$ cat src/rtl/tau_pkg.sv
// Shared types and helpers for the tau MAC row.
// Latency: n/a (declarations only).
// Backpressure: n/a.
// Contents: FSM state enum, lane slicing helper, accumulator width check.
package tau_pkg;

   typedef enum logic [1:0] {
      IDLE = 2'd0,
      RUN  = 2'd1,
      OUT  = 2'd2
   } tau_mac_state_e;

   // LSB position of lane 'lane' in a packed vector of 'width'-bit lanes.
   function automatic int lane_lsb(input int lane, input int width);
      return lane * width;
   endfunction

   // A b lane shifted by up to bitwidth-1 places must fit the accumulator.
   function automatic bit acc_width_ok(input int bitwidth, input int acc_width);
      return acc_width >= 2 * bitwidth;
   endfunction

endpackage

$ cat src/rtl/tau_lead_one.sv
// Priority encoder: index of the highest set bit of vec, any width >= 2.
// Latency: combinational.
// Backpressure: none.
// Ports: vec (in), idx (out, highest set bit, 0 when vec==0), found (out, vec != 0).
module tau_lead_one #(
   parameter int BITWIDTH = 8
) (
   input  logic [BITWIDTH-1:0]         vec,
   output logic [$clog2(BITWIDTH)-1:0] idx,
   output logic                        found
);

   localparam int IDX_W = $clog2(BITWIDTH);

   // Ascending scan: later (higher) set bits overwrite earlier ones.
   always_comb begin
      idx   = '0;
      found = 1'b0;
      for (int i = 0; i < BITWIDTH; i++) begin
         if (vec[i]) begin
            idx   = IDX_W'(i);
            found = 1'b1;
         end
      end
   end

endmodule

$ cat src/rtl/tau_mac_lanes.sv
// Tau MAC: unary-serial a broadcast to LANES binary b lanes, per-lane dot-product accumulate.
// Latency: accept edge + max(1, popcount(a)) RUN cycles; result valid the cycle after the final RUN edge.
// Backpressure: in_ready only in IDLE; completed result held in OUT until out_ready.
// Ports: clk, reset (sync, active high); in_valid/in_ready/in_a/in_b/in_last operand side;
//        out_valid/out_ready/out_acc result side; busy = RUN or OUT.
module tau_mac_lanes
   import tau_pkg::*;
#(
   parameter int BITWIDTH  = 8,
   parameter int LANES     = 4,
   parameter int ACC_WIDTH = 2*BITWIDTH+4,
   parameter int B_SIGNED  = 0
) (
   input  logic                        clk,
   input  logic                        reset,
   input  logic                        in_valid,
   output logic                        in_ready,
   input  logic [BITWIDTH-1:0]         in_a,
   input  logic [LANES*BITWIDTH-1:0]   in_b,
   input  logic                        in_last,
   output logic                        out_valid,
   input  logic                        out_ready,
   output logic [LANES*ACC_WIDTH-1:0]  out_acc,
   output logic                        busy
);

   localparam int IDX_W  = $clog2(BITWIDTH);
   localparam bit ACC_OK = acc_width_ok(BITWIDTH, ACC_WIDTH);

   if (!ACC_OK) begin : g_bad_acc_width
      $error("tau_mac_lanes: ACC_WIDTH must be at least 2*BITWIDTH");
   end

   tau_mac_state_e state_q, state_d;

   logic [BITWIDTH-1:0]       a_rem_q;
   logic [LANES*BITWIDTH-1:0] b_q;
   logic                      last_q;

   logic [IDX_W-1:0]    lead_idx;
   logic                lead_found;
   logic [BITWIDTH-1:0] lead_mask;
   logic [BITWIDTH-1:0] a_rem_next;
   logic                add_en;
   logic                clear_acc;

   tau_lead_one #(.BITWIDTH(BITWIDTH)) u_lead_one (
      .vec   (a_rem_q),
      .idx   (lead_idx),
      .found (lead_found)
   );

   // With a_rem == 0 the mask is bit 0, so a_rem_next stays 0 and the
   // single empty RUN cycle is also the final one.
   assign lead_mask  = {{(BITWIDTH-1){1'b0}}, 1'b1} << lead_idx;
   assign a_rem_next = a_rem_q & ~lead_mask;

   always_comb begin
      state_d   = state_q;
      in_ready  = 1'b0;
      out_valid = 1'b0;
      busy      = 1'b0;
      add_en    = 1'b0;
      clear_acc = 1'b0;
      case (state_q)
         IDLE: begin
            in_ready = 1'b1;
            if (in_valid) state_d = RUN;
         end
         RUN: begin
            busy   = 1'b1;
            add_en = lead_found;
            if (a_rem_next == '0) state_d = last_q ? OUT : IDLE;
         end
         OUT: begin
            busy      = 1'b1;
            out_valid = 1'b1;
            if (out_ready) begin
               clear_acc = 1'b1;
               state_d   = IDLE;
            end
         end
         default: state_d = IDLE;
      endcase
   end

   always_ff @(posedge clk) begin
      if (reset) begin
         state_q <= IDLE;
         a_rem_q <= '0;
         b_q     <= '0;
         last_q  <= 1'b0;
      end else begin
         state_q <= state_d;
         if (state_q == IDLE && in_valid) begin
            a_rem_q <= in_a;
            b_q     <= in_b;
            last_q  <= in_last;
         end else if (state_q == RUN) begin
            a_rem_q <= a_rem_next;
         end
      end
   end

   for (genvar i = 0; i < LANES; i++) begin : g_lane
      logic [BITWIDTH-1:0]  b_lane;
      logic                 ext_bit;
      logic [ACC_WIDTH-1:0] b_ext;
      logic [ACC_WIDTH-1:0] acc_q;

      assign b_lane  = b_q[lane_lsb(i, BITWIDTH) +: BITWIDTH];
      assign ext_bit = (B_SIGNED != 0) ? b_lane[BITWIDTH-1] : 1'b0;
      assign b_ext   = {{(ACC_WIDTH-BITWIDTH){ext_bit}}, b_lane};

      // Accumulation wraps modulo 2^ACC_WIDTH by construction.
      always_ff @(posedge clk) begin
         if (reset || clear_acc) begin
            acc_q <= '0;
         end else if (add_en) begin
            acc_q <= acc_q + (b_ext << lead_idx);
         end
      end

      assign out_acc[lane_lsb(i, ACC_WIDTH) +: ACC_WIDTH] = acc_q;
   end

endmodule

$ cat config.mk
export PLATFORM = sky130hd
export DESIGN_NAME = tau_mac_lanes
export DESIGN_NICKNAME = d
export VERILOG_FILES = /design/src/rtl/tau_pkg.sv /design/src/rtl/tau_lead_one.sv /design/src/rtl/tau_mac_lanes.sv
export SDC_FILE = /design/constraint.sdc
export NUM_CORES = 1
export LEC_CHECK = 0
export ABC_AREA = 1
export CAP_MARGIN = 20
export CORE_ASPECT_RATIO = 0.7
export CORE_MARGIN = 8
export CORE_UTILIZATION = 40
export DETAILED_ROUTE_END_ITERATION = 12
export SLEW_MARGIN = 20
export SYNTH_ARGS = -nofsm -noshare
export SYNTH_HDL_FRONTEND = slang
export SYNTH_SLANG_ARGS = --single-unit
$ cat constraint.sdc
create_clock -name clk -period 2.7 [get_ports clk]
set_input_delay 0.405 -clock clk [delete_from_list [all_inputs] [get_ports clk]]
set_output_delay 0.405 -clock clk [all_outputs]
set_load 0.05 [all_outputs]
# After elaboration in Yosys (flattened, before gate mapping)
# Index checks and enable logic that the tools add are counted.
# word_totals
in_bits	45
reg_bits	123
word_cells	59
output_inout_bits	83
# classes
n_bitwise	2
n_mux	28
n_shift	5
add_sub_neg	4
n_reduce_logical	7
eq_ne	5
# op_table
operator	n
$add A20 B20 Y20	4
$shl A8 B3 Y20	4
$mux W8	2
$mux W1	15
$mux W2	6
$mux W3	4
$and A8 B8 Y8	1
$logic_not A8 Y1	1
$not A8 Y8	1
$shl A1 B3 Y8 const A	1
$ne A2 B2 Y1 const B	3
$pmux W2 S3	1
$reduce_and A3 Y1	1
$eq A2 B1 Y1 const B	1
$eq A2 B2 Y1 const B	1
$logic_not A2 Y1	1
$reduce_bool A2 Y1	1
$reduce_or A2 Y1	1
$logic_and A1 B1 Y1	1
$logic_or A1 B1 Y1	1

# Longest topological paths before layout
# depth
depth_word	13
ltp_mapped	27
mapped_depth_nobuf	25

# Cells and area by module
# A second synthesis with hierarchy kept.
# unflattened
hier_cells	1589
area_unflattened_um2	9452.8
# modules_own_cells
module	seq_area_each_um2	n_inst	area_per_inst_um2	cells_each
tau_mac_lanes	2462.4	1	9375.2	1569
tau_lead_one	0.0	1	77.6	20

# Least setup slack after synthesis
# Ideal clock, no wire load.
# synth_timing
kind	reg2reg
startpoint	register a_rem_q[2]
endpoint	register g_lane[1].acc_q[15]
path_slack_ns	-0.257
t_required_ns	2.583
arrival_ns	2.840
setup_time_ns	0.117
period_less_slack_ns	2.957
path_stages_with_launch	24
path_buffers	2
cell_sequence	dfxtp_1 inv_1 nand2_1 nand2_1 nand2_1 nand2_1 nand2_1 nand2_1 buf_2 buf_2 o21ai_0 nand2_1 nand2_1 nor2_1 ha_1 nand2_1 a31oi_1 nor2_1 o21ai_0 nand3_1 nand2_1 nand3_1 nand2_1 nor2_1
# synth_via
elab_chain_cells	8
word_cells_on_any_way	15
cone_classes	add/sub: 1; shift: 1; mux: 13
# synth_lines
element	line	source
start: declaration	tau_mac_lanes.sv:36	logic [BITWIDTH-1:0] a_rem_q;
start signal: assignment	tau_mac_lanes.sv:96	a_rem_q <= in_a;
start signal: assignment	tau_mac_lanes.sv:100	a_rem_q <= a_rem_next;
$mux W2 (2 in series)	tau_lead_one.sv:20	if (vec[i]) begin
$mux W3 (4 in series)	tau_lead_one.sv:20	
$shl A8 B3 Y20	tau_mac_lanes.sv:120	acc_q <= acc_q + (b_ext << lead_idx);
$add A20 B20 Y20	tau_mac_lanes.sv:120	
end signal: assignment	tau_mac_lanes.sv:120	
end: declaration	tau_mac_lanes.sv:109	logic [ACC_WIDTH-1:0] acc_q;
# Parallel ways exist; a longest one is shown, timed or not.
# A chain may end at the register's enable or synchronous reset.

# Worst setup path in the final report
# layout_timing
startpoint	register a_rem_q[2]
endpoint	register g_lane[2].acc_q[14]
# layout_via
elab_chain_cells	8
word_cells_on_any_way	15
cone_classes	add/sub: 1; shift: 1; mux: 13
# layout_lines
element	line
$mux W2 (2 in series)	tau_lead_one.sv:20
$mux W3 (4 in series)	tau_lead_one.sv:20
$shl A8 B3 Y20	tau_mac_lanes.sv:120
$add A20 B20 Y20	tau_mac_lanes.sv:120
end signal: assignment	tau_mac_lanes.sv:120
end: declaration	tau_mac_lanes.sv:109
# Parallel ways exist; a longest one is shown, timed or not.

==> metrics.txt <==
# TYPE chip_impl_metric gauge
chip_impl_info{name="status",value="complete, but fails checks"} 1
chip_impl_info{name="failed_checks",value="setup timing"} 1
chip_impl_metric{name="worst_slew_margin_rel",unit=""} 0.466
chip_impl_metric{name="totalNegativeSetupSlack",unit="ns"} -10.22
chip_impl_metric{name="die_width",unit="um"} 192
chip_impl_metric{name="ir_worst_vdd",unit="mV"} 0.897
chip_impl_metric{name="weighted_congestion_at_the_end_of_routability_driven_global_placement",unit=""} 0.877
chip_impl_metric{name="antenna_cells_inserted",unit=""} 0
chip_impl_metric{name="period_needed",unit="ns"} 3.01
chip_impl_metric{name="power_density_over_the_cells",unit="nW/um2"} 1440
chip_impl_metric{name="achievable-frequency",unit="MHz"} 333
chip_impl_metric{name="drt_first_iter_violations",unit=""} 618
chip_impl_metric{name="crit_arrival",unit="ns"} 3.33
chip_impl_metric{name="largest_net_degree_at_the_start_of_global_routing",unit=""} 82
chip_impl_metric{name="clockBufferDepth",unit=""} 2
chip_impl_metric{name="portBuffers",unit=""} 127
chip_impl_metric{name="tritonroute_pass_1_iters",unit=""} 5
chip_impl_metric{name="die_area",unit="um2"} 26900
chip_impl_info{name="rsz0062_at_grt",value="yes"} 1
chip_impl_info{name="timing.setup.critical_path_class",value="flop to flop"} 1
chip_impl_metric{name="area.growth.synth_to_final",unit="%"} 57.1
chip_impl_metric{name="die_h",unit="um"} 140
chip_impl_metric{name="required",unit="ns"} 3.03
chip_impl_metric{name="average_wire_per_standard_cell",unit="um"} 15.3
chip_impl_metric{name="fin_util",unit=""} 0.635
chip_impl_info{name="cp-startpoint",value="a_rem_q[2]"} 1
chip_impl_metric{name="track_usage",unit=""} 0.215
chip_impl_metric{name="leakagePower",unit="nW"} 6.22
chip_impl_metric{name="hold-worst-slack",unit="ns"} 0.500
chip_impl_metric{name="synth.ff_latch_count",unit=""} 123
chip_impl_metric{name="multiplexer_share_of_the_synthesized_area",unit=""} 0.00804
chip_impl_metric{name="maxcap_violations",unit=""} 0
chip_impl_metric{name="final_setup_slack_of_the_worst_path",unit="ns"} -0.306
chip_impl_metric{name="clock_skew",unit="ns"} 0.00719
chip_impl_metric{name="num_io_pins",unit=""} 128
chip_impl_metric{name="cts_made_buffers",unit=""} 17
chip_impl_metric{name="synthXorXnorAreaFrac",unit=""} 0.0301
chip_impl_info{name="ctsRootBufferMaster",value="sky130_fd_sc_hd__clkbuf_16"} 1
chip_impl_metric{name="clkLatencyLatePin",unit="ns"} 0.43
chip_impl_metric{name="synth-adder-area-share",unit=""} 0.105
chip_impl_info{name="worstReg2RegStart",value="a_rem_q[2]"} 1
chip_impl_info{name="cts_tree",value="built"} 1
chip_impl_info{name="most_frequently_used_flop_master_after_synthesis",value="sky130_fd_sc_hd__dfxtp_1"} 1
chip_impl_metric{name="grt_pass1_vias",unit=""} 9464
chip_impl_metric{name="vias_per_cell",unit=""} 5.10
chip_impl_info{name="setup.worst_path.end_class",value="flop"} 1
chip_impl_info{name="beginning_of_the_worst_hold_path",value="b_q[26]"} 1
chip_impl_metric{name="clock_sinks",unit=""} 123
chip_impl_metric{name="post_synth_and_or_nand_nor_area_fraction",unit=""} 0.274
chip_impl_metric{name="rows",unit=""} 45
chip_impl_metric{name="synth_cell_type_count",unit=""} 40
chip_impl_metric{name="syn-cell-area",unit="um2"} 8720
chip_impl_metric{name="dp.cells",unit=""} 1867
chip_impl_metric{name="setup_viol",unit=""} 58
chip_impl_metric{name="syn-num-nets",unit=""} 1453
chip_impl_metric{name="synthArstFlopShare",unit=""} 0
chip_impl_metric{name="reg2reg_setup_slack",unit="ns"} -0.31
chip_impl_metric{name="post_synthesis_compound_gate_area_fraction",unit=""} 0.215
chip_impl_metric{name="drt.antenna.violating_nets",unit=""} 0
chip_impl_metric{name="place_hpwl",unit="um"} 20900
chip_impl_metric{name="finalWirelength",unit="um"} 29700
chip_impl_metric{name="synth_cells",unit=""} 1337
chip_impl_metric{name="final-instance-count-excl-fill",unit=""} 1946
chip_impl_metric{name="dpl-instance-area",unit="um2"} 11600
chip_impl_metric{name="dr_total_vias",unit=""} 9923
chip_impl_metric{name="tcrit_tclk_final",unit=""} 1.11
chip_impl_info{name="synth.top_cells.by_area",value="sky130_fd_sc_hd__dfxtp_1 28%, sky130_fd_sc_hd__nand2_1 12%, sky130_fd_sc_hd__ha_1 9.6%"} 1
chip_impl_metric{name="cp_max_fo",unit=""} 6
chip_impl_metric{name="initial_util",unit=""} 0.404
chip_impl_metric{name="cts-hold-fix-buffers",unit=""} 0
chip_impl_metric{name="grt_first_pass_wirelength",unit="um"} 47400
chip_impl_metric{name="worstMarginPinSlew",unit="ns"} 0.800
chip_impl_metric{name="number_of_antenna_violations_at_the_first_check_in_global_routing",unit=""} 0
chip_impl_metric{name="grt-ovfl-total",unit=""} 0
chip_impl_metric{name="report.power.total",unit="mW"} 19.8
chip_impl_metric{name="post-route-cell-area",unit="um2"} 13700
chip_impl_metric{name="sequential_fraction_of_the_synthesis_area",unit=""} 0.282
chip_impl_metric{name="fraction_of_final_layout_cells_with_drive_strength_greater_than_1",unit=""} 0.288
chip_impl_info{name="startpoint_type",value="flop"} 1
chip_impl_metric{name="final_nets",unit=""} 1767
chip_impl_metric{name="post-route-drc-count",unit=""} 0
chip_impl_info{name="hold_class",value="flop to flop"} 1
chip_impl_metric{name="clkTransAtPathRegs",unit="ns"} 0.06
chip_impl_metric{name="synth_top_cell_area_share",unit=""} 0.282
chip_impl_info{name="synthDominantAreaCellType",value="sky130_fd_sc_hd__dfxtp_1"} 1
chip_impl_info{name="main_combinational_cell_family_by_area_after_synthesis",value="simple AND/OR/NAND/NOR gates"} 1
chip_impl_metric{name="final-max-slew-violation-count",unit=""} 0
chip_impl_metric{name="synth_enable_flop_cells",unit=""} 0
chip_impl_metric{name="ys.warnings.count",unit=""} 0
chip_impl_metric{name="cts-htree-levels",unit=""} 4
chip_impl_metric{name="timing.final.hold_violations",unit=""} 0
chip_impl_metric{name="post_place_setup_slack",unit="ns"} -0.463
chip_impl_metric{name="synth.avg_cell_area",unit="um2"} 6.52
chip_impl_metric{name="placeableCoreArea",unit="um2"} 21600
-- registers in the layout, summed over array words and instances (netlist names) --
name	cells
b_q	32
a_rem_q	8
g_lane.acc_q	80
last_q	1
state_q	2
-- report_power, final --
group	switching, mW	internal (mW)	leakage (nW)
sequential	0.621	2.39	1.01
clock	0.885	1.66	0.302
combinational	7.92	6.29	4.91
total	9.43	10.3	6.22
-- Yosys cell counts (4+ instances only) --
master                       n
sky130_fd_sc_hd__buf_6       6
sky130_fd_sc_hd__a31oi_1    10
sky130_fd_sc_hd__xor2_1     18
sky130_fd_sc_hd__a21oi_1   116
sky130_fd_sc_hd__clkbuf_1   30
sky130_fd_sc_hd__o211ai_1    8
sky130_fd_sc_hd__nand3_1    87
sky130_fd_sc_hd__nor4_1      4
sky130_fd_sc_hd__nor2_1    189
sky130_fd_sc_hd__nor3_1      4
sky130_fd_sc_hd__buf_1       4
sky130_fd_sc_hd__buf_2      11
sky130_fd_sc_hd__o22ai_1     7
sky130_fd_sc_hd__nand4_1     6
sky130_fd_sc_hd__o21ai_0   163
sky130_fd_sc_hd__ha_1       67
sky130_fd_sc_hd__mux2i_1     7
sky130_fd_sc_hd__or2_2       9
sky130_fd_sc_hd__o21a_1      4
sky130_fd_sc_hd__fa_1        4
sky130_fd_sc_hd__o211ai_2    5
sky130_fd_sc_hd__nand2_1   275
sky130_fd_sc_hd__o31ai_1     4
sky130_fd_sc_hd__a21o_1     16
sky130_fd_sc_hd__dfxtp_1   123
sky130_fd_sc_hd__inv_1     125
sky130_fd_sc_hd__xnor2_1    12
-- worst max-delay path, stage by stage (launching register included) --
cell,delay (ns)
sky130_fd_sc_hd__dfxtp_2,0.33
sky130_fd_sc_hd__inv_2,0.03
sky130_fd_sc_hd__nand2_2,0.05
sky130_fd_sc_hd__nand2_2,0.06
sky130_fd_sc_hd__nand2_2,0.08
sky130_fd_sc_hd__nand2_4,0.06
sky130_fd_sc_hd__nand2_4,0.09
sky130_fd_sc_hd__nand2_8,0.11
sky130_fd_sc_hd__buf_4,0.18
sky130_fd_sc_hd__buf_16,0.13
sky130_fd_sc_hd__nand2_1,0.07
sky130_fd_sc_hd__o21ai_2,0.07
sky130_fd_sc_hd__mux2i_1,0.20
sky130_fd_sc_hd__o22ai_1,0.11
sky130_fd_sc_hd__ha_1,0.35
sky130_fd_sc_hd__a21o_1,0.20
sky130_fd_sc_hd__a21oi_2,0.18
sky130_fd_sc_hd__nand2_2,0.10
sky130_fd_sc_hd__nand3_2,0.09
sky130_fd_sc_hd__nand2_2,0.06
sky130_fd_sc_hd__nand2_1,0.07
sky130_fd_sc_hd__nand2_1,0.05
sky130_fd_sc_hd__nand2_1,0.05
sky130_fd_sc_hd__nand3_1,0.06
sky130_fd_sc_hd__nand2_1,0.08
sky130_fd_sc_hd__inv_1,0.03
-- metal layers --
layer / vias up / part of all wire / wire length [um] / GRT usage
li1: 5092 / - / - / -
met1: 4597 / 0.47 / 14000 / 0.282
met2: 207 / 0.47 / 14000 / 0.360
met3: 27 / 0.043 / 1290 / 0.0377
met4: 0 / 0.013 / 377 / 0.0489
met5: - / 0 / 0 / 0
-- cell families (layout without fill, tap and decap cells) --
family,Yosys count,in the layout
AOI/OAI and AO/OA,342,342
xor gates and xnor gates,30,30
adders and majority gates,71,71
and+or+nand+nor,583,583
buffers and inverters,181,508
muxes,7,7
DFF,123,123
-- worst paths after layout --
check                   endpoint  depth (start not counted)
min                      b_q[26]                          2
max          g_lane[2].acc_q[14]                         25
max reg2reg  g_lane[2].acc_q[14]                         25
min reg2reg              b_q[26]                          2
-- timing repair --
action                     in CTS  in global routing
pin swaps                      54                 81
gates cloned                    2                  2
setup endpoints to repair      62                 65
setup buffers                  17                 28
gates resized for setup       143                164
-- placed cells by master (no fill, tap or decap), types with 40 or more instances in the layout --
cell type	Yosys	final
sky130_fd_sc_hd__nand2_2	0	48
sky130_fd_sc_hd__inv_1	125	120
sky130_fd_sc_hd__o21ai_1	3	40
sky130_fd_sc_hd__buf_4	0	195
sky130_fd_sc_hd__clkdlybuf4s50_1	0	127
sky130_fd_sc_hd__dfxtp_1	123	120
sky130_fd_sc_hd__nor2_1	189	176
sky130_fd_sc_hd__nand3_1	87	74
sky130_fd_sc_hd__o21ai_0	163	87
sky130_fd_sc_hd__a21oi_1	116	72
sky130_fd_sc_hd__nand2_1	275	215
sky130_fd_sc_hd__ha_1	67	59
-- area by class of cell --
| type | count | area (um2) |
|---|---|---|
| Fill cell | 1843 | 7860 |
| Multi-Input combinational cell | 1033 | 6590 |
| Inverter | 130 | 502 |
| Clock buffer | 20 | 447 |
| Timing Repair Buffer | 346 | 3150 |
| Sequential cell | 123 | 2470 |
| Clock inverter | 12 | 195 |
| Tap cell | 282 | 353 |
(Power assumes the default switching activity.)
